`config.mk`:
```
export PLATFORM = sky130hd
export DESIGN_NAME = match_controller
export DESIGN_NICKNAME = d
export VERILOG_FILES = /design/src/rtl/game_pkg.sv /design/src/rtl/match_pause_timer.sv /design/src/rtl/match_controller.sv
export SDC_FILE = /design/constraint.sdc
export NUM_CORES = 1
export LEC_CHECK = 0
export CAP_MARGIN = 20
export CORE_MARGIN = 8
export CORE_UTILIZATION = 23
export DETAILED_ROUTE_END_ITERATION = 7
export GPL_TIMING_DRIVEN = 0
export PLACE_DENSITY = 0.49
export SYNTH_ARGS = -nofsm -noshare
export SYNTH_HDL_FRONTEND = slang
export SYNTH_SLANG_ARGS = --single-unit
```
`constraint.sdc`:
```
create_clock -name clk -period 4.7 [get_ports clk]
set_input_delay 1.175 -clock clk [delete_from_list [all_inputs] [get_ports clk]]
set_output_delay 1.175 -clock clk [all_outputs]
set_load 0.02 [all_outputs]
```
`src/rtl/game_pkg.sv`:
```
// Shared game definitions: the game state used by the state selector and
// the match scoring constants.
package game_pkg;

    typedef enum logic [1:0] {
        START  = 2'd0,
        KEEPER = 2'd1,
        WINNER = 2'd2,
        LOSER  = 2'd3
    } g_state;

    localparam int unsigned SHOTS_TOTAL  = 5;
    localparam int unsigned SHOTS_TO_WIN = 3;
    // Width of the saves/goals/shots_taken counters.
    localparam int unsigned CNT_W        = $clog2(SHOTS_TOTAL + 1);

endpackage

```
`src/rtl/match_pause_timer.sv`:
```
// Pause timer for the match controller.
//   clk, rst    : clock, synchronous active-high reset
//   load_i      : force the count back to zero (has priority)
//   enable_i    : count one cycle of pause
//   expired_o   : one-cycle pulse on the last enabled cycle of the pause
module match_pause_timer #(
    parameter int unsigned PAUSE_CYCLES = 65_000_000
) (
    input  logic clk,
    input  logic rst,
    input  logic load_i,
    input  logic enable_i,
    output logic expired_o
);

    localparam int unsigned CNT_W = (PAUSE_CYCLES > 1) ? $clog2(PAUSE_CYCLES) : 1;
    localparam logic [CNT_W-1:0] LAST = CNT_W'(PAUSE_CYCLES - 1);

    logic [CNT_W-1:0] count_q;
    logic [CNT_W-1:0] count_d;

    // Expiry is combinational so the caller can leave the pause on the
    // same edge that completes its PAUSE_CYCLES-th cycle.
    assign expired_o = enable_i && (count_q == LAST);

    // Next count.
    always_comb begin
        count_d = count_q;
        if (load_i) begin
            count_d = '0;
        end else if (enable_i) begin
            count_d = expired_o ? '0 : count_q + CNT_W'(1);
        end
    end

    // Count register.
    always_ff @(posedge clk) begin
        if (rst) begin
            count_q <= '0;
        end else begin
            count_q <= count_d;
        end
    end

endmodule

```
`src/rtl/match_controller.sv`:
```
// Penalty match controller: paces shots, keeps score and decides the match.
//   clk, rst      : clock, synchronous active-high reset
//   game_state    : current game state; only KEEPER runs a match
//   shot_done     : one-cycle pulse, current shot resolved
//   shot_saved    : qualifier of shot_done (1 = saved, 0 = goal)
//   shot_start    : one-cycle pulse launching a shot
//   saves, goals  : scores of the current match
//   shots_taken   : saves + goals
//   match_end     : match decided
//   match_result  : valid with match_end, 1 = keeper won
module match_controller
    import game_pkg::*;
#(
    parameter int unsigned PAUSE_CYCLES = 65_000_000
) (
    input  logic             clk,
    input  logic             rst,
    input  g_state           game_state,
    input  logic             shot_done,
    input  logic             shot_saved,
    output logic             shot_start,
    output logic [CNT_W-1:0] saves,
    output logic [CNT_W-1:0] goals,
    output logic [CNT_W-1:0] shots_taken,
    output logic             match_end,
    output logic             match_result
);

    typedef enum logic [1:0] {
        IDLE  = 2'd0,
        PAUSE = 2'd1,
        SHOT  = 2'd2,
        DONE  = 2'd3
    } state_t;

    localparam logic [CNT_W-1:0] WIN     = CNT_W'(SHOTS_TO_WIN);
    localparam logic [CNT_W-1:0] WIN_M1  = CNT_W'(SHOTS_TO_WIN - 1);

    state_t           state_q, state_d;
    logic             shot_start_q, shot_start_d;
    logic [CNT_W-1:0] saves_q, saves_d;
    logic [CNT_W-1:0] goals_q, goals_d;
    logic [CNT_W-1:0] shots_q, shots_d;
    logic             match_end_q, match_end_d;
    logic             match_result_q, match_result_d;

    logic in_keeper;
    logic decisive;
    logic pause_expired;

    assign in_keeper = (game_state == KEEPER);
    // The pending shot reaches SHOTS_TO_WIN for whichever side it scores.
    assign decisive  = shot_saved ? (saves_q == WIN_M1) : (goals_q == WIN_M1);

    // Pause counter held at zero outside PAUSE, so every pause starts fresh.
    match_pause_timer #(
        .PAUSE_CYCLES (PAUSE_CYCLES)
    ) u_pause_timer (
        .clk       (clk),
        .rst       (rst),
        .load_i    (state_q != PAUSE),
        .enable_i  (state_q == PAUSE),
        .expired_o (pause_expired)
    );

    // State and output registers.
    always_ff @(posedge clk) begin
        if (rst) begin
            state_q        <= IDLE;
            shot_start_q   <= 1'b0;
            saves_q        <= '0;
            goals_q        <= '0;
            shots_q        <= '0;
            match_end_q    <= 1'b0;
            match_result_q <= 1'b0;
        end else begin
            state_q        <= state_d;
            shot_start_q   <= shot_start_d;
            saves_q        <= saves_d;
            goals_q        <= goals_d;
            shots_q        <= shots_d;
            match_end_q    <= match_end_d;
            match_result_q <= match_result_d;
        end
    end

    // Next state; leaving KEEPER overrides everything else.
    always_comb begin
        state_d = state_q;
        if (!in_keeper) begin
            state_d = IDLE;
        end else begin
            case (state_q)
                IDLE:    state_d = PAUSE;
                PAUSE:   if (pause_expired) state_d = SHOT;
                SHOT:    if (shot_done) state_d = decisive ? DONE : PAUSE;
                DONE:    state_d = DONE;
                default: state_d = IDLE;
            endcase
        end
    end

    // Next values of the registered outputs.
    always_comb begin
        shot_start_d   = 1'b0;
        saves_d        = saves_q;
        goals_d        = goals_q;
        shots_d        = shots_q;
        match_end_d    = match_end_q;
        match_result_d = match_result_q;
        if (state_d == IDLE) begin
            saves_d        = '0;
            goals_d        = '0;
            shots_d        = '0;
            match_end_d    = 1'b0;
            match_result_d = 1'b0;
        end else begin
            shot_start_d = (state_q == PAUSE) && (state_d == SHOT);
            if ((state_q == SHOT) && shot_done) begin
                if (shot_saved) begin
                    saves_d = saves_q + CNT_W'(1);
                end else begin
                    goals_d = goals_q + CNT_W'(1);
                end
                shots_d = shots_q + CNT_W'(1);
                if (state_d == DONE) begin
                    match_end_d    = 1'b1;
                    match_result_d = (saves_d == WIN);
                end
            end
        end
    end

    assign shot_start   = shot_start_q;
    assign saves        = saves_q;
    assign goals        = goals_q;
    assign shots_taken  = shots_q;
    assign match_end    = match_end_q;
    assign match_result = match_result_q;

endmodule

```
# After elaboration in Yosys (flattened, before gate mapping)

Index checks and enable logic that the tools add are counted.

Logic and storage cells: 43
Register bits: 40

Multiplexer cells: 10
Add/sub/neg operators: 4
Bitwise logic cells: 1
Reduce and logical (&&, ||, !) cells: 9
Eq/ne operators: 11

Operators by type and width:

| kind                  | count |
|---|---|
| $add 26x1->26 const B | 1 |
| $eq 26x26->1 const B  | 1 |
| $mux 26               | 1 |
| $add 3x1->3 const B   | 3 |
| $eq 3x2->1 const B    | 3 |
| $mux 3                | 3 |
| $eq 2x2->1 const B    | 4 |
| $mux 2                | 4 |
| $pmux 2 s4            | 1 |
| $eq 2x1->1 const B    | 2 |
| $logic_not 2->1       | 2 |
| $reduce_and 2->1      | 2 |
| $reduce_or 2->1       | 2 |
| $logic_and 1x1->1     | 3 |
| $ne 2x1->1 const B    | 1 |
| $mux 1                | 1 |
| $not 1->1             | 1 |

# Depth between registers and ports, before layout

Word-level depth: 9
Gate-level depth with buffers: 6

# Hierarchy

A second synthesis with hierarchy kept.

Cell total of the unflattened synthesis: 219
Area total of the unflattened synthesis: 1959.4 µm²

Modules (own cells, without submodules):

| module            | seq. area each (µm²) | area each (µm²) | times used | cells an instance |
|---|---|---|---|---|
| match_pause_timer | 520.5                | 1308.8          | 1          | 154 |
| match_controller  | 280.3                | 650.6           | 1          | 65 |

# Worst setup path before layout

No wires, ideal clock.

Path kind: input-to-reg
Start: input shot_done
End: register match_result_q (netlist: match_result)
Path buffers: 1
Slack: 2.437 ns
Data required time: 4.630 ns
Cell stages on the path: 5
Arrival time: 2.192 ns
Path through: and3b_1 > clkbuf_1 > o2111ai_1 > or3_1 > a21oi_1

Cells in the longest elaborated chain, start to end: 5
Elaborated cells on any way between the ends: 8

RTL lines:

| what                                                          | RTL line                                         | RTL |
|---|---|---|
| start: declaration                                            | match_controller.sv:19                           | `input logic shot_done,` |
| $mux 2                                                        | match_controller.sv:96                           | `SHOT: if (shot_done) state_d = decisive ? DONE : PAUSE;` |
| $pmux 2 s4                                                    | match_controller.sv:93                           | `case (state_q)` |
| $mux 2                                                        | match_controller.sv:90                           | `if (!in_keeper) begin` |
| $eq 2x2->1 or $logic_not 2->1 (tied branches)                 | match_controller.sv:126, match_controller.sv:111 |  |
| $reduce_and 2->1 (no line) or $reduce_or 2->1 (tied branches) | -                                                |  |
| end signal: assignment                                        | match_controller.sv:83                           | `match_result_q <= match_result_d;` |
| end: declaration                                              | match_controller.sv:45                           | `logic match_result_q, match_result_d;` |

Parallel ways exist; a longest one is shown, timed or not.
A chain may end at the register's enable or synchronous reset.

# Worst setup path after layout

Start: input shot_saved
End: register match_result_q (netlist: match_result)

Cells in the longest elaborated chain, start to end: 7
Elaborated cells on any way between the ends: 13

RTL lines:

| what                                                          | RTL line                                         | RTL |
|---|---|---|
| start: declaration                                            | match_controller.sv:20                           | `input logic shot_saved,` |
| $mux 1                                                        | match_controller.sv:53                           | `assign decisive = shot_saved ? (saves_q == WIN_M1) : (goals_q == WIN_M1);` |
| $mux 2 (2 in series)                                          | match_controller.sv:96                           |  |
| $pmux 2 s4                                                    | match_controller.sv:93                           |  |
| $mux 2                                                        | match_controller.sv:90                           |  |
| $eq 2x2->1 or $logic_not 2->1 (tied branches)                 | match_controller.sv:126, match_controller.sv:111 |  |
| $reduce_and 2->1 (no line) or $reduce_or 2->1 (tied branches) | -                                                |  |

Parallel ways exist; a longest one is shown, timed or not. The select of a mux whose other input is x is not followed.

==> results.py <==
metrics = {
    "run_status": {
        "status": "complete, no violations",
    },
    "routing": {
        "num_vias": 1762,
        "ant_nets": 0,
        "drcViolationCount": 0,
        "viasPerCell": 4.99,
        "drt_iter0_drc": 96,
        "wl_um": 4990,
        "wl_per_cell_um": 14.1,
        "first_pass_iters": 4,
    },
    "yosys": {
        "ys_ff_latch": 40,
        "yosysTopAreaCell": "dfxtp_1",
        "yosys.area.top_type_share": 0.404,
        "ys_types": 43,
        "synth_nets": 230,
        "synth_edf_count": 0,
        "yosys_warnings": 0,
        "synth_flop_cell": "dfxtp_1",
        "yosys-top-cells-count": "40 x dfxtp_1, 13 x a211oi_1, 13 x nand2_1, 13 x nor2_1",
        "synthTopCellsByArea": "dfxtp_1 40%, a211oi_1 4.9%, xor2_1 3.5%, nand4_1 3.2%, xnor2_1 3.1%",
        "synth_seq_area_share": 0.404,
        "ys_async_sr_fraction": 0,
        "netlist_area_mm2": 0.00198,
        "synth_area_per_cell_um2": 9.00,
        "netlist_instances": 220,
        "synth.most_common_cell": "dfxtp_1",
    },
    "worst_setup_path": {
        "path_buf_inv": 1,
        "critPathTopFamily": "simple AND/OR/NAND/NOR gates",
        "crit_type": "input pin to flop",
        "crit_chain": "clkdlybuf4s50_1 > nor4b_1 > o2111ai_1 > or3_1 > a21oi_1",
        "cp.required_ns": 4.92,
        "max_stage_delay_ns": 0.54,
        "slowest_stage": "clkdlybuf4s50_1",
        "worstSetupStartpointType": "input pin",
        "end_kind": "flop",
        "timing.critical_path.arrival_ns": 2.95,
        "crit_fanout": 8,
    },
    "cells_and_area": {
        "area_growth_pct": 20.0,
        "postLayoutCellArea_mm2": 0.00238,
        "layout-drive-gt1-share": 0.0735,
        "nets": 254,
        "num-fill-cells": 909,
        "final_cells": 353,
        "n_antenna_cell": 0,
        "final_core_util": 0.278,
    },
    "clock_network": {
        "cts_tree": "built",
        "postCtsSetupRepairBufs": 0,
        "cts_root_buffer": "clkbuf_8",
        "cts.sinks": 40,
        "clk_latency_ns": 0.29,
        "htreeDepth": 2,
        "numCtsBuffers": 5,
        "hold_buffers": 0,
        "ctsResizeCount": 0,
        "clk_pin_slew_ns": 0.08,
        "clk_path_buf_depth": 2,
    },
    "floorplan": {
        "die_y_um": 109,
        "core_mm2": 0.00855,
        "rows": 34,
        "boundaryPins": 18,
        "fp.dieW_um": 109,
        "initial_core_util": 0.232,
        "dieArea_mm2": 0.0118,
    },
    "run": {
        "maxCapViolCount": 0,
    },
    "power": {
        "ir_drop_uv": 106,
        "p_per_area_mw_per_mm2": 250,
        "leakage_nw": 0.692,
        "power_mw": 0.594,
    },
    "timing": {
        "final_max_slew_viol_count": 0,
        "tightestPinTransition_ns": 0.671,
        "rsz0062_at_grt": "false",
        "max-slew-margin-rel": 0.549,
        "clock_skew_ns": 0.0100,
        "hold_viol_final": 0,
        "period_minus_slack_ns": 2.73,
        "max_freq_ghz": 0.366,
        "setup_viol": 0,
        "setup_tns_ns": 0,
        "finalCritPeriodShare": 0.581,
    },
    "global_routing": {
        "antenna_found_initial": 0,
        "grt_max_degree": 12,
        "grt_util_all_layers": 0.0903,
        "grt_pass1_vias": 1795,
        "grt-ovfl-total": 0,
        "grt_pass1_wl_um": 8630,
    },
    "place": {
        "place_area_mm2": 0.00229,
        "port_buffers": 17,
        "place_inst": 345,
        "finalWeightedCongestion": 0.731,
        "dpl.hpwl_um": 3560,
    },
    "hold_path": {
        "hold_class": "flop to flop",
    },
}
[sequential cells by signal (all words and copies together), names as in the netlist]
| signal | count |
|---|---|
| u_pause_timer.count_q | 26 |
| saves | 3 |
| goals | 3 |
| state_q | 2 |
| match_result | 1 |
| match_end | 1 |
| shot_start | 1 |
| shots_taken | 3 |
[cells by family (layout without fill, tap and decap cells)]
logic type | after synthesis | count (layout) | synth area share
buffers and inverters | 19 | 44 | 0.0373
XOR/XNOR | 15 | 15 | 0.0663
AND/OR/NAND/NOR | 103 | 103 | 0.323
adder cells (fa/ha/maj) | 4 | 4 | 0.0253
multiplexers | 2 | 2 | 0.0101
flip-flops | 40 | 40 | 0.404
AO/OA/AOI/OAI | 37 | 37 | 0.133
[layer usage]
metal / global-route usage / share of wire / vias to the layer above
li1: - / - / 876
met1: 0.113 / 0.47 / 845
met2: 0.139 / 0.45 / 34
met3: 0.0355 / 0.065 / 7
met4: 0.0293 / 0.011 / 0
met5: 0 / 0 / -
[worst register-to-register path: cells and delay by family, from the launching register on]
family | cells | cell delay, ns
adders and majority gates | 1 | 0.21
AOI/OAI and AO/OA | 1 | 0.21
and+or+nand+nor | 3 | 1.44
DFF | 1 | 0.36
[power by group]
group	switching, mW	internal [mW]	total [mW]
combinational	0.00634	0.00522	0.0116
sequential	0.000811	0.339	0.340
clock	0.123	0.120	0.243
total	0.130	0.464	0.594
[layout make-up]
cell class / count / area (µm²) / area share
flip-flops and latches: 40 / 801 / 0.337
repair buffers: 17 / 170 / 0.0716
well taps: 108 / 135 / 0.0569
plain buffers: 9 / 36.3 / 0.0153
clock buffers: 8 / 90.1 / 0.0379
multi-input cells: 161 / 1110 / 0.466
inverters: 10 / 37.5 / 0.0158
[per-stage QoR]
step	hold slack (ns)	setup slack, ns
3_5_place_dp	0.446	1.66
6_report	0.461	1.97
4_1_cts	0.465	1.97
3_3_place_gp	0.445	1.68
2_1_floorplan	0.425	2.44
5_1_grt	0.482	1.90
[final timing paths]
| check | start | to | slack [ns] | cells past startpoint |
|---|---|---|---|---|
| worst max register to register | u_pause_timer.count_q[0]$_SDFFE_PP0P_ | u_pause_timer.count_q[20]$_SDFFE_PP0P_ | 2.41 | 5 |
| worst max-delay path | shot_saved | match_result$_SDFFE_PP0P_ | 1.97 | 5 |
| worst min-delay path | match_end$_SDFFE_PP0P_ | match_end$_SDFFE_PP0P_ | 0.46 | 2 |
| worst min register to register | match_end$_SDFFE_PP0P_ | match_end$_SDFFE_PP0P_ | 0.46 | 2 |
[layout by cell type (no fill, tap or decap), drive strengths merged, types with 5 or more instances in the layout]
cell           netlist  layout
inv                 10      10
a211oi              14      14
nand2               13      13
nand4               10      10
o21ai                5       5
nand3               10      10
clkdlybuf4s50        0      17
clkbuf               7      15
dfxtp               40      40
o31ai                6       6
nor2                13      13
xor2                 8       8
xnor2                7       7
a21oi                5       5
or4                  7       7
or3                  8       8
nor3                10      10
No activity file was read; power rests on OpenSTA's default activity.
